===== config.mk =====
export PLATFORM = sky130hd
export DESIGN_NAME = ahb_arbiter2
export DESIGN_NICKNAME = d
export VERILOG_FILES = /design/src/rtl/ahb_arbiter2.sv
export SDC_FILE = /design/constraint.sdc
export NUM_CORES = 1
export LEC_CHECK = 0
export BUFFER_PORTS_ARGS = -buffer_cell sky130_fd_sc_hd__buf_2
export CAP_MARGIN = 15
export CORE_AREA = 2 2 39 41
export DETAILED_ROUTE_END_ITERATION = 8
export DIE_AREA = 0 0 41 43
export GPL_ROUTABILITY_DRIVEN = 0
export PLACE_DENSITY = 0.69
export SLEW_MARGIN = 40
export SYNTH_ARGS = -nofsm -noshare
export SYNTH_HDL_FRONTEND = slang
export SYNTH_SLANG_ARGS = --single-unit

===== constraint.sdc =====
create_clock -name HCLK -period 1.3 [get_ports HCLK]
set_input_delay 0.325 -clock HCLK [delete_from_list [all_inputs] [get_ports HCLK]]
set_output_delay 0.325 -clock HCLK [all_outputs]
set_load 0.01 [all_outputs]

===== src/rtl/ahb_arbiter2.sv =====
// Two-master AHB bus arbiter.
// Round-robin grant between two masters, parked on DEFAULT_MASTER when idle.
// Fixed-length bursts keep the bus locked to their owner until the last beat.
// An ERROR response ends the burst early.
// HMASTER trails HGRANT by one HREADY cycle, and HMASTERD trails HMASTER by
// one more, so the address and data phases are each steered correctly.
module ahb_arbiter2 #(
  parameter int unsigned DEFAULT_MASTER = 0
) (
  input  logic       HCLK,
  input  logic       HRESET,
  input  logic [1:0] HBUSREQ,
  input  logic [1:0] HTRANS,
  input  logic [2:0] HBURST,
  input  logic       HREADY,
  input  logic       HRESP,
  output logic [1:0] HGRANT,
  output logic       HMASTER,
  output logic       HMASTERD
);

  localparam logic [1:0] TR_IDLE   = 2'd0;
  localparam logic [1:0] TR_BUSY   = 2'd1;
  localparam logic [1:0] TR_NONSEQ = 2'd2;
  localparam logic [1:0] TR_SEQ    = 2'd3;

  localparam logic       DEF_IDX   = (DEFAULT_MASTER != 0);
  localparam logic [1:0] DEF_GRANT = DEF_IDX ? 2'b10 : 2'b01;

  logic [3:0] cnt;        // beats still owed in the current fixed burst
  logic       last;       // previous arbitration winner
  logic [3:0] cnt_nxt;
  logic [3:0] burst_load; // decoded length minus one
  logic       burst_fixed;
  logic       acc_nonseq;
  logic       acc_seq;
  logic       hold;
  logic       win;
  logic       any_req;

  // Decode the burst length and classify the current beat.
  always_comb begin
    burst_fixed = |HBURST[2:1];
    case (HBURST[2:1])
      2'd1:    burst_load = 4'd3;
      2'd2:    burst_load = 4'd7;
      2'd3:    burst_load = 4'd15;
      default: burst_load = 4'd0;
    endcase
    acc_nonseq = HREADY && (HTRANS == TR_NONSEQ);
    acc_seq    = HREADY && (HTRANS == TR_SEQ);
  end

  // Lock the bus while a fixed burst still has beats left.
  // An ERROR response always releases the lock.
  always_comb begin
    hold = !HRESP && ((acc_nonseq && burst_fixed) ||
                      (cnt > 4'd1) ||
                      ((cnt == 4'd1) && !acc_seq));
  end

  // Next beat count. ERROR takes priority over loading a new burst.
  always_comb begin
    cnt_nxt = cnt;
    if (HRESP) begin
      cnt_nxt = 4'd0;
    end else if (HREADY) begin
      case (HTRANS)
        TR_IDLE:   cnt_nxt = 4'd0;
        TR_NONSEQ: cnt_nxt = burst_fixed ? burst_load : 4'd0;
        TR_SEQ:    cnt_nxt = (cnt != 4'd0) ? cnt - 4'd1 : cnt;
        TR_BUSY:   cnt_nxt = cnt;
        default:   cnt_nxt = cnt;
      endcase
    end
  end

  // Pick the next owner: round-robin on contention, or park when no master requests.
  always_comb begin
    any_req = |HBUSREQ;
    case (HBUSREQ)
      2'b11:   win = ~last;
      2'b01:   win = 1'b0;
      2'b10:   win = 1'b1;
      default: win = DEF_IDX;
    endcase
  end

  // Registered grant and owner state.
  // A park grant leaves the round-robin pointer alone.
  always_ff @(posedge HCLK or posedge HRESET) begin
    if (HRESET) begin
      HGRANT   <= DEF_GRANT;
      HMASTER  <= DEF_IDX;
      HMASTERD <= DEF_IDX;
      cnt      <= 4'd0;
      last     <= DEF_IDX;
    end else begin
      cnt <= cnt_nxt;
      if (HREADY) begin
        HMASTER  <= HGRANT[1];
        HMASTERD <= HMASTER;
        if (!hold) begin
          HGRANT <= win ? 2'b10 : 2'b01;
          if (any_req) last <= win;
        end
      end
    end
  end

endmodule

# [After elaboration in Yosys (flattened, before gate mapping)]
# Index checks and enable logic that the tools add are counted.
[word_totals] out_inout_bits=4 regBits=9
[op_classes] n_lt_le_gt_ge=1 n_bitwise=2 n_addsub=1 n_mux=8 n_reduce_logical=17 n_eq_ne=11
[ops] op="4-bit case mux with 3 select lines" count=2
[ops] op="4-bit two-way mux" count=4
[ops] op="2-bit equality test, second input constant" count=6
[ops] op="3-bit AND reduction" count=2
[ops] op="1-bit logical AND" count=5
[ops] op="2-bit by 1-bit equality test with 1-bit output, second input constant" count=2
[ops] op="4-bit by 1-bit equality test with 1-bit output, second input constant" count=1
[ops] op="4-bit by 1-bit greater-than comparator with 1-bit output, second input constant" count=1
[ops] op="4-bit nonzero test" count=1
[ops] op="2-bit OR reduction" count=2
[ops] op="4-bit by 1-bit subtractor with 4-bit output, second input constant" count=1
[ops] op="3-bit by 2-bit != test with 1-bit output, second input constant" count=1
[ops] op="1-bit zero test" count=2
[ops] op="2-bit zero test" count=1
[ops] op="1-bit logical OR" count=2
[ops] op="2-bit two-way mux" count=1
[ops] op="2-bit != test, second input constant" count=1
[ops] op="1-bit NOT" count=2
[ops] op="1-bit case mux with 2 select lines" count=1
[ops] op="2-bit AND reduction" count=1
[ops] op="2-bit nonzero test" count=1

# [Logic depth before layout (Yosys ltp)]
# Gate-level depths: netlist of run 1.
[logic_depth] word_depth=8 depth_mapped=6

# [Worst setup path after synthesis of run 1]
# Ideal clock, no wire load.
[synth_timing] kind="register to register" startpoint="reg cnt[0]" endpoint="reg HGRANT[0]" path_buffers=0 setup_time_ps=84 arrival_time_ps=1336 synth_period_minus_slack_ps=1420 path_slack_ps=-120 required_ps=1216 path_stages_with_launch=7 path_cell_list="dfrtp_1 > inv_1 > ha_1 > nor2b_1 > o221ai_2 > and2_4 > o32a_1"
[synth_via] elab_chain_len=6 elab_cells_between_ends=8 classes_between="order compare (1); eq/ne (1); bitwise (1); reduce/logical (5)"
[synth_rtl] item="start, declared" line="30" source="logic [3:0] cnt;"
[synth_rtl] item="start signal, assigned" line="99" source="cnt <= cnt_nxt;"
[synth_rtl] item="4-bit by 1-bit greater-than comparator with 1-bit output or 4-bit by 1-bit equality test with 1-bit output (tied branches)" line="58, 59"
[synth_rtl] item="1-bit logical OR or 1-bit logical AND (tied branches)" line="57, 59"
[synth_rtl] item="1-bit logical OR *" line="58" source="(cnt > 4'd1) ||"
[synth_rtl] item="1-bit logical AND *" line="57" source="hold = !HRESP && ((acc_nonseq && burst_fixed) ||"
[synth_rtl] item="1-bit NOT (no line) *"
[synth_rtl] item="2-bit AND reduction (no line) *"
[synth_rtl] item="end signal, assigned" line="104" source="HGRANT <= win ? 2'b10 : 2'b01;"
[synth_rtl] item="end, declared" line="17" source="output logic [1:0] HGRANT,"
# Every way passes the cells marked *; elsewhere a longest branch is shown, timed or not.
# A chain may end at the register's enable or synchronous reset.

# [Worst setup path in the final report of run 1]
[layout_timing] startpoint="reg cnt[1]" endpoint="reg HGRANT[0]"
# The elaborated chain is that of the path after synthesis.

==> metrics, run 1 <==
Mapped Cells=59; clock latency on the worst-skew pair=0.26 ns; # rows=14; vias in the first global route=515; io pins=15; placed standard-cell area=727 µm²; Mapped Avg Cell Area=9.54 µm²; max-slew headroom at the worst pin=78.3%; Remaining Overflow, GRT=0; WP data required=1.48 ns; RSZ-0062 raised after global routing=true; dpl hpwl=931 µm; combinational power share=36.4%; initial DRC count=13; filler instances=117; per-cell routed wire length=12.4 µm; global route hottest layer=met2; CP Cell Sequence=inv_2, ha_4, and3_4, o221ai_2, and2_4, o32a_1; Vias per Instance=5.15; Worst setup EP type=flip-flop; PD cells=1090 nW/µm²; period utilization=113%; Residual DRC=0; core outline area=1380 µm²; status=finished, violations left; Netlist Area Pre-Place=563 µm²; CP max-delay cell=dfrtp_1; setup ws final=-0.175 ns; H-tree Lvls=1; fin area=826 µm²; Worst Max-Slew Pin Slew=0.325 ns; Sw Ratio=30.3%; M1 GR Usage=20.3%; Root Driver=clkbuf_4; Setup crit start kind=flip-flop; Die Y-Extent=43 µm; f_max=678 MHz; initial antenna violation count=0; ys async rst share=100%; final core utilization=59.7%; setup_tns=-0.823 ns; leading area contributor after synthesis=dfrtp_1; final setup violation count=7; NetSw=0.274 mW; CTS clk-pin slew, worst paths=0.06 ns; routed wire length=1.31 mm; Routed Antenna Nets=0; met2 Use GR=29.4%; fin nets=104; Pleak=0.391 nW; Initial Util=40.7%; Final Hold Viols=0; failing checks=negative setup slack; worst hold-check path type=in -> async; first drt pass iteration count=4; worst ir drop on vdd=0.708 mV; WS Path Type=reg -> reg; clock skew=0.00611 ns; Clk pwr share=23.2%; P_int=0.630 mW; Top FF cell, synth=dfrtp_1; first-pass GRT wire length=2.08 mm; Synth top area share=35.6%; CTS tree=built; met3 Use GR=7.85%; DIE AREA=1760 µm²; critical path's largest stage delay=0.38 ns; P&R area growth vs syn=46.7%; Syn Nets=72; Non-Filler Instances=106; worst path arrival time=1.65 ns; Hold Slack=0.00536 ns; vias after detailed routing=546; Seq pwr share=40.4%; Final Max Tran Viols=0; CTS buffer count=3; Clock Sinks=9; CTS Buffer Depth=2; Cells after DPL=98; post-synthesis sequential area ratio=40.2%; synth top area cells=dfrtp_1 (36%), dfstp_2 (4.7%), inv_1 (4.7%); Die W=41 µm; storage element area=228 µm²; Antenna diodes=0; post-synth cell types=27; #FFs+latches synth=9; total track usage=17.5%; number of synthesized flops with an enable pin=0; share of cells above drive strength 1=52.2%; largest net degree at the start of global routing=10; Tmin final=1.47 ns; CP max FO=3; # port buffers=13; multi-input logic area=348 µm²; Ys Warns=0; maxcap violations=0
## per-stage QoR
step	setup WS (ns)	total power, mW
finish	-0.175	0.904
global route	-0.238	0.977
CTS	-0.157	0.893
detailed placement	-0.191	0.648
global placement	-0.167	0.640
floorplan	-0.0980	0.536
## cell usage in the layout, fill, tap and decap left out, types with 2 or more instances in the layout
| master | count |
|---|---|
| buf_4 | 15 |
| buf_2 | 13 |
| dfrtp_1 | 7 |
| nand2_1 | 6 |
| inv_1 | 5 |
| nor2_1 | 4 |
| o22ai_1 | 4 |
| a21oi_1 | 3 |
| clkbuf_4 | 3 |
| mux2_2 | 2 |
| nand2b_1 | 2 |
| inv_2 | 2 |
| ha_4 | 2 |
## power by group through the flow
stage | Sequential [mW] | Clock, mW | Combinational [mW]
4_1_cts | 0.366 | 0.219 | 0.308
6_report | 0.365 | 0.210 | 0.329
2_1_floorplan | 0.382 | 0 | 0.155
3_5_place_dp | 0.369 | 0 | 0.280
3_3_place_gp | 0.365 | 0 | 0.276
5_1_grt | 0.372 | 0.242 | 0.363
## cell usage after synthesis, drive strengths merged, types with 2 or more instances
| cell type | count |
|---|---|
| inv | 7 |
| o221ai | 2 |
| mux2 | 2 |
| and2 | 2 |
| o22ai | 4 |
| dfrtp | 8 |
| ha | 2 |
| a211oi | 2 |
| nand2 | 7 |
| nand2b | 2 |
| nor2 | 4 |
| a21oi | 4 |
## routing by layer
| metal | up-vias | routed length [µm] |
|---|---|---|
| met2 | 11 | 698 |
| met5 | - | 0 |
| met4 | 0 | 0 |
| li1 | 275 | - |
| met3 | 0 | 47 |
| met1 | 260 | 567 |
## critical path: cells and delay by family (launching register included)
family          cells  cell delay [ns]
buf+inv             1             0.10
flops               1             0.38
fa+ha+maj           1             0.15
compound gates      2             0.41
simple gates        2             0.35
## final cells by class
cell class / count / area share (%)
Multi-Input combinational cell: 42 / 42.1
Sequential cell: 9 / 27.6
Tap cell: 16 / 2.42
Clock buffer: 4 / 3.18
Timing Repair Buffer: 28 / 21.5
Inverter: 7 / 3.18
## registers in the layout (all words and copies together), names as in the netlist
name / count
cnt: 4
HGRANT: 2
HMASTER: 1
HMASTERD: 1
last: 1
## logic make-up after synthesis
kind of cell | share of synthesized area [%]
compound gates | 27.8
flops | 40.2
mux | 4.00
fa+ha+maj | 4.44
simple gates | 16.9
buf+inv | 6.67
## path summary, 6_finish.rpt
kind | start | endpoint | slack, ns | cells past startpoint
max | cnt[1] | HGRANT[0] | -0.17 | 6
min reg2reg | HMASTERD | HMASTERD | 0.51 | 1
max in group asynchronous | HRESET | HGRANT[0] | 1.00 | 2
max reg2reg | cnt[1] | HGRANT[0] | -0.17 | 6
min in group HCLK | HRESP | cnt[3] | 0.29 | 2
min | HRESET | HMASTERD | 0.005 | 2
## what timing repair did
item                       4_1_cts  5_1_grt
setup endpoints to repair        5        7
hold buffers                     0        0
gates resized for setup          6        3
setup buffers                    2        2
pin swaps                        7        3
Power figures use the tool's default switching activity.
==> run 2: changes to the inputs <==
--- a/config.mk
+++ b/config.mk
@@ -5,13 +5,16 @@
 export SDC_FILE = /design/constraint.sdc
 export NUM_CORES = 1
 export LEC_CHECK = 0
+export ABC_AREA = 1
 export BUFFER_PORTS_ARGS = -buffer_cell sky130_fd_sc_hd__buf_2
 export CAP_MARGIN = 15
-export CORE_AREA = 2 2 39 41
+export CELL_PAD_IN_SITES_DETAIL_PLACEMENT = 1
+export CELL_PAD_IN_SITES_GLOBAL_PLACEMENT = 2
+export CORE_MARGIN = 2
+export CORE_UTILIZATION = 25
 export DETAILED_ROUTE_END_ITERATION = 8
-export DIE_AREA = 0 0 41 43
 export GPL_ROUTABILITY_DRIVEN = 0
-export PLACE_DENSITY = 0.69
+export PLACE_DENSITY_LB_ADDON = 0.1
 export SLEW_MARGIN = 40
 export SYNTH_ARGS = -nofsm -noshare
 export SYNTH_HDL_FRONTEND = slang
==> run 2 against run 1 <==
The flow now finishes without violations. Synthesized cell count is 25% higher. Non-clock buffer count shrank 9. Largest cell class unchanged. Sequential share of layout area shrank 0.41 points. Design area is 1.5% higher. Sequential cell count is the same. First-iteration DRC count decreased by 77%. Critical endpoint is now last.
==> metrics, run 2 <==
most used cell, CP=nand2_4; per-cell routed wire length=10.8 µm; Final Hold Viols=0; core outline area=2230 µm²; Seq pwr share=42.3%; setup ws final=0.00976 ns; Root Driver=clkbuf_4; worst path arrival time=1.43 ns; vias after detailed routing=538; share of cells above drive strength 1=49.5%; critical path's largest stage delay=0.42 ns; Reg2Reg Setup Slack=0.01 ns; Remaining Overflow, GRT=0; WP data required=1.44 ns; Clk pwr share=25.4%; combinational power share=32.3%; clock latency on the worst-skew pair=0.25 ns; number of synthesized flops with an enable pin=0; Tmin final=1.29 ns; # rows=17; CP max FO=3; commonest non-fill, non-tap cells in the layout=nand2_1 (17), buf_2 (13), inv_1 (8); CTS buffer count=3; Initial Util=26.4%; post-synth cell types=19; status=finished, final reports clean; dpl hpwl=1.08 mm; Residual DRC=0; pre-CTS setup slack=-0.0945 ns; # port buffers=13; initial antenna violation count=0; initial DRC count=3; CTS clk-pin slew, worst paths=0.06 ns; total track usage=10.9%; leading cell type in the layout, fill and taps excluded=nand2_1; vias in the first global route=530; clock skew=0.000932 ns; Final Max Tran Viols=0; Routed Antenna Nets=0; Mapped Cells=74; Worst Max-Slew Pin Slew=0.417 ns; Vias per Instance=4.30; Top FF cell, synth=dfrtp_1; Setup crit start kind=flip-flop; first drt pass iteration count=2; DIE AREA=2770 µm²; Cells after DPL=118; top flop regs=cnt: 4 flops, HGRANT: 2 flops; CTS Buffer Depth=2; Worst setup EP type=flip-flop; WS Path Type=reg -> reg; synth top area cells=dfrtp_1 (34%), nand2_1 (12%), nand3_1 (6.8%); Netlist Area Pre-Place=591 µm²; Syn Nets=87; Clock Sinks=9; Sw Ratio=31.4%; worst r2r path cells=8; largest net degree at the start of global routing=10; P_int=0.557 mW; Ys Warns=0; first-pass GRT wire length=2.26 mm; PD cells=968 nW/µm²; maxcap violations=0; CP Cell Sequence=buf_4, ha_4, nand2_4, nand3_4, nand2_4, nand3_2, nand2_2, nand2_1; CTS tree=built; Largest register FFs=4; CP max-delay cell=dfrtp_2; Mapped Avg Cell Area=7.98 µm²; fin nets=111; Critical R2R Launch=cnt[0]; final setup violation count=0; ys async rst share=100%; H-tree Lvls=1; Hold Slack=0.0227 ns; Die Y-Extent=52.6 µm; reg2reg end=last; NetSw=0.255 mW; post-synthesis sequential area ratio=38.3%; Antenna diodes=0; f_max=775 MHz; routed wire length=1.35 mm; max-slew headroom at the worst pin=71.9%; Biggest register=cnt; most common cell in the netlist=nand2_1; period utilization=99.2%; Pleak=0.442 nW; #FFs+latches synth=9; hold_buf cts=0; io pins=15; leading area contributor after synthesis=dfrtp_1; worst hold-check path type=in -> async; Non-Filler Instances=125; Synth top area share=33.9%; top cells by count, synth=nand2_1 (19), inv_1 (10), dfrtp_1 (8), nand3_1 (8), nand2_2 (6); Die W=52.6 µm; RSZ-0062 raised after global routing=true; worst ir drop on vdd=0.646 mV; P&R area growth vs syn=41.9%
-- run 2: what timing repair did --
item                                    4_1_cts  5_1_grt
endpoints found under the setup margin        7        7
pin swaps                                     1        6
gates resized for setup                       6       13
buffers inserted                              0        3
-- run 2: layout make-up --
class,count,area (µm²)
multi-input combinational,54,384
clock buffer,4,26.3
fill,293,1400
tap,28,35.0
inverter,11,55.1
sequential,9,228
timing repair buffer,19,110
-- run 2: worst max path at each step --
stage	startpoint	endpoint	slack, ns
CTS	cnt[1]	last	0.009
global route	cnt[0]	last	-0.07
detailed placement	cnt[0]	last	-0.09
finish	cnt[0]	last	0.01
floorplan	cnt[0]	HGRANT[1]	0.04
global placement	cnt[0]	HGRANT[1]	-0.07
-- run 2: cell families after synthesis --
family,after synthesis,share of synthesized area [%]
compound gates,9,11.0
simple gates,42,35.6
fa+ha+maj,2,4.24
flops,9,38.3
xor+xnor,1,1.48
buf+inv,11,9.32
-- run 2: stage by stage --
step / utilization (%) / power [mW] / cell area, µm² / TNS, ns
global placement: 31.9 / 0.558 / 713 / -0.367
detailed placement: 31.9 / 0.561 / 713 / -0.431
global route: 37.5 / 0.871 / 838 / -0.163
finish: 37.5 / 0.812 / 838 / 0
CTS: 33.9 / 0.783 / 757 / 0
floorplan: - / 0.483 / 591 / 0
-- run 2: layer usage --
layer  track usage [%]  up-vias  share of wire, %
met5                 0        -                 0
met4              2.56        0              0.74
met3              1.71        2               2.8
met2              19.0        8                51
met1              14.0      250                45
li1                  -      278                 -
-- run 2: worst max-delay path, delay by kind of cell, from the launching register on --
kind	cells	cell delay, ns
adders and majority gates	1	0.17
buffers and inverters	1	0.15
DFF	1	0.42
and+or+nand+nor	6	0.44
-- run 2: power by group through the flow --
stage	registers (mW)	clock network, mW	logic, mW
2_1_floorplan	0.355	0	0.128
4_1_cts	0.340	0.216	0.226
6_report	0.343	0.206	0.262
3_5_place_dp	0.344	0	0.217
3_3_place_gp	0.344	0	0.215
5_1_grt	0.347	0.228	0.297
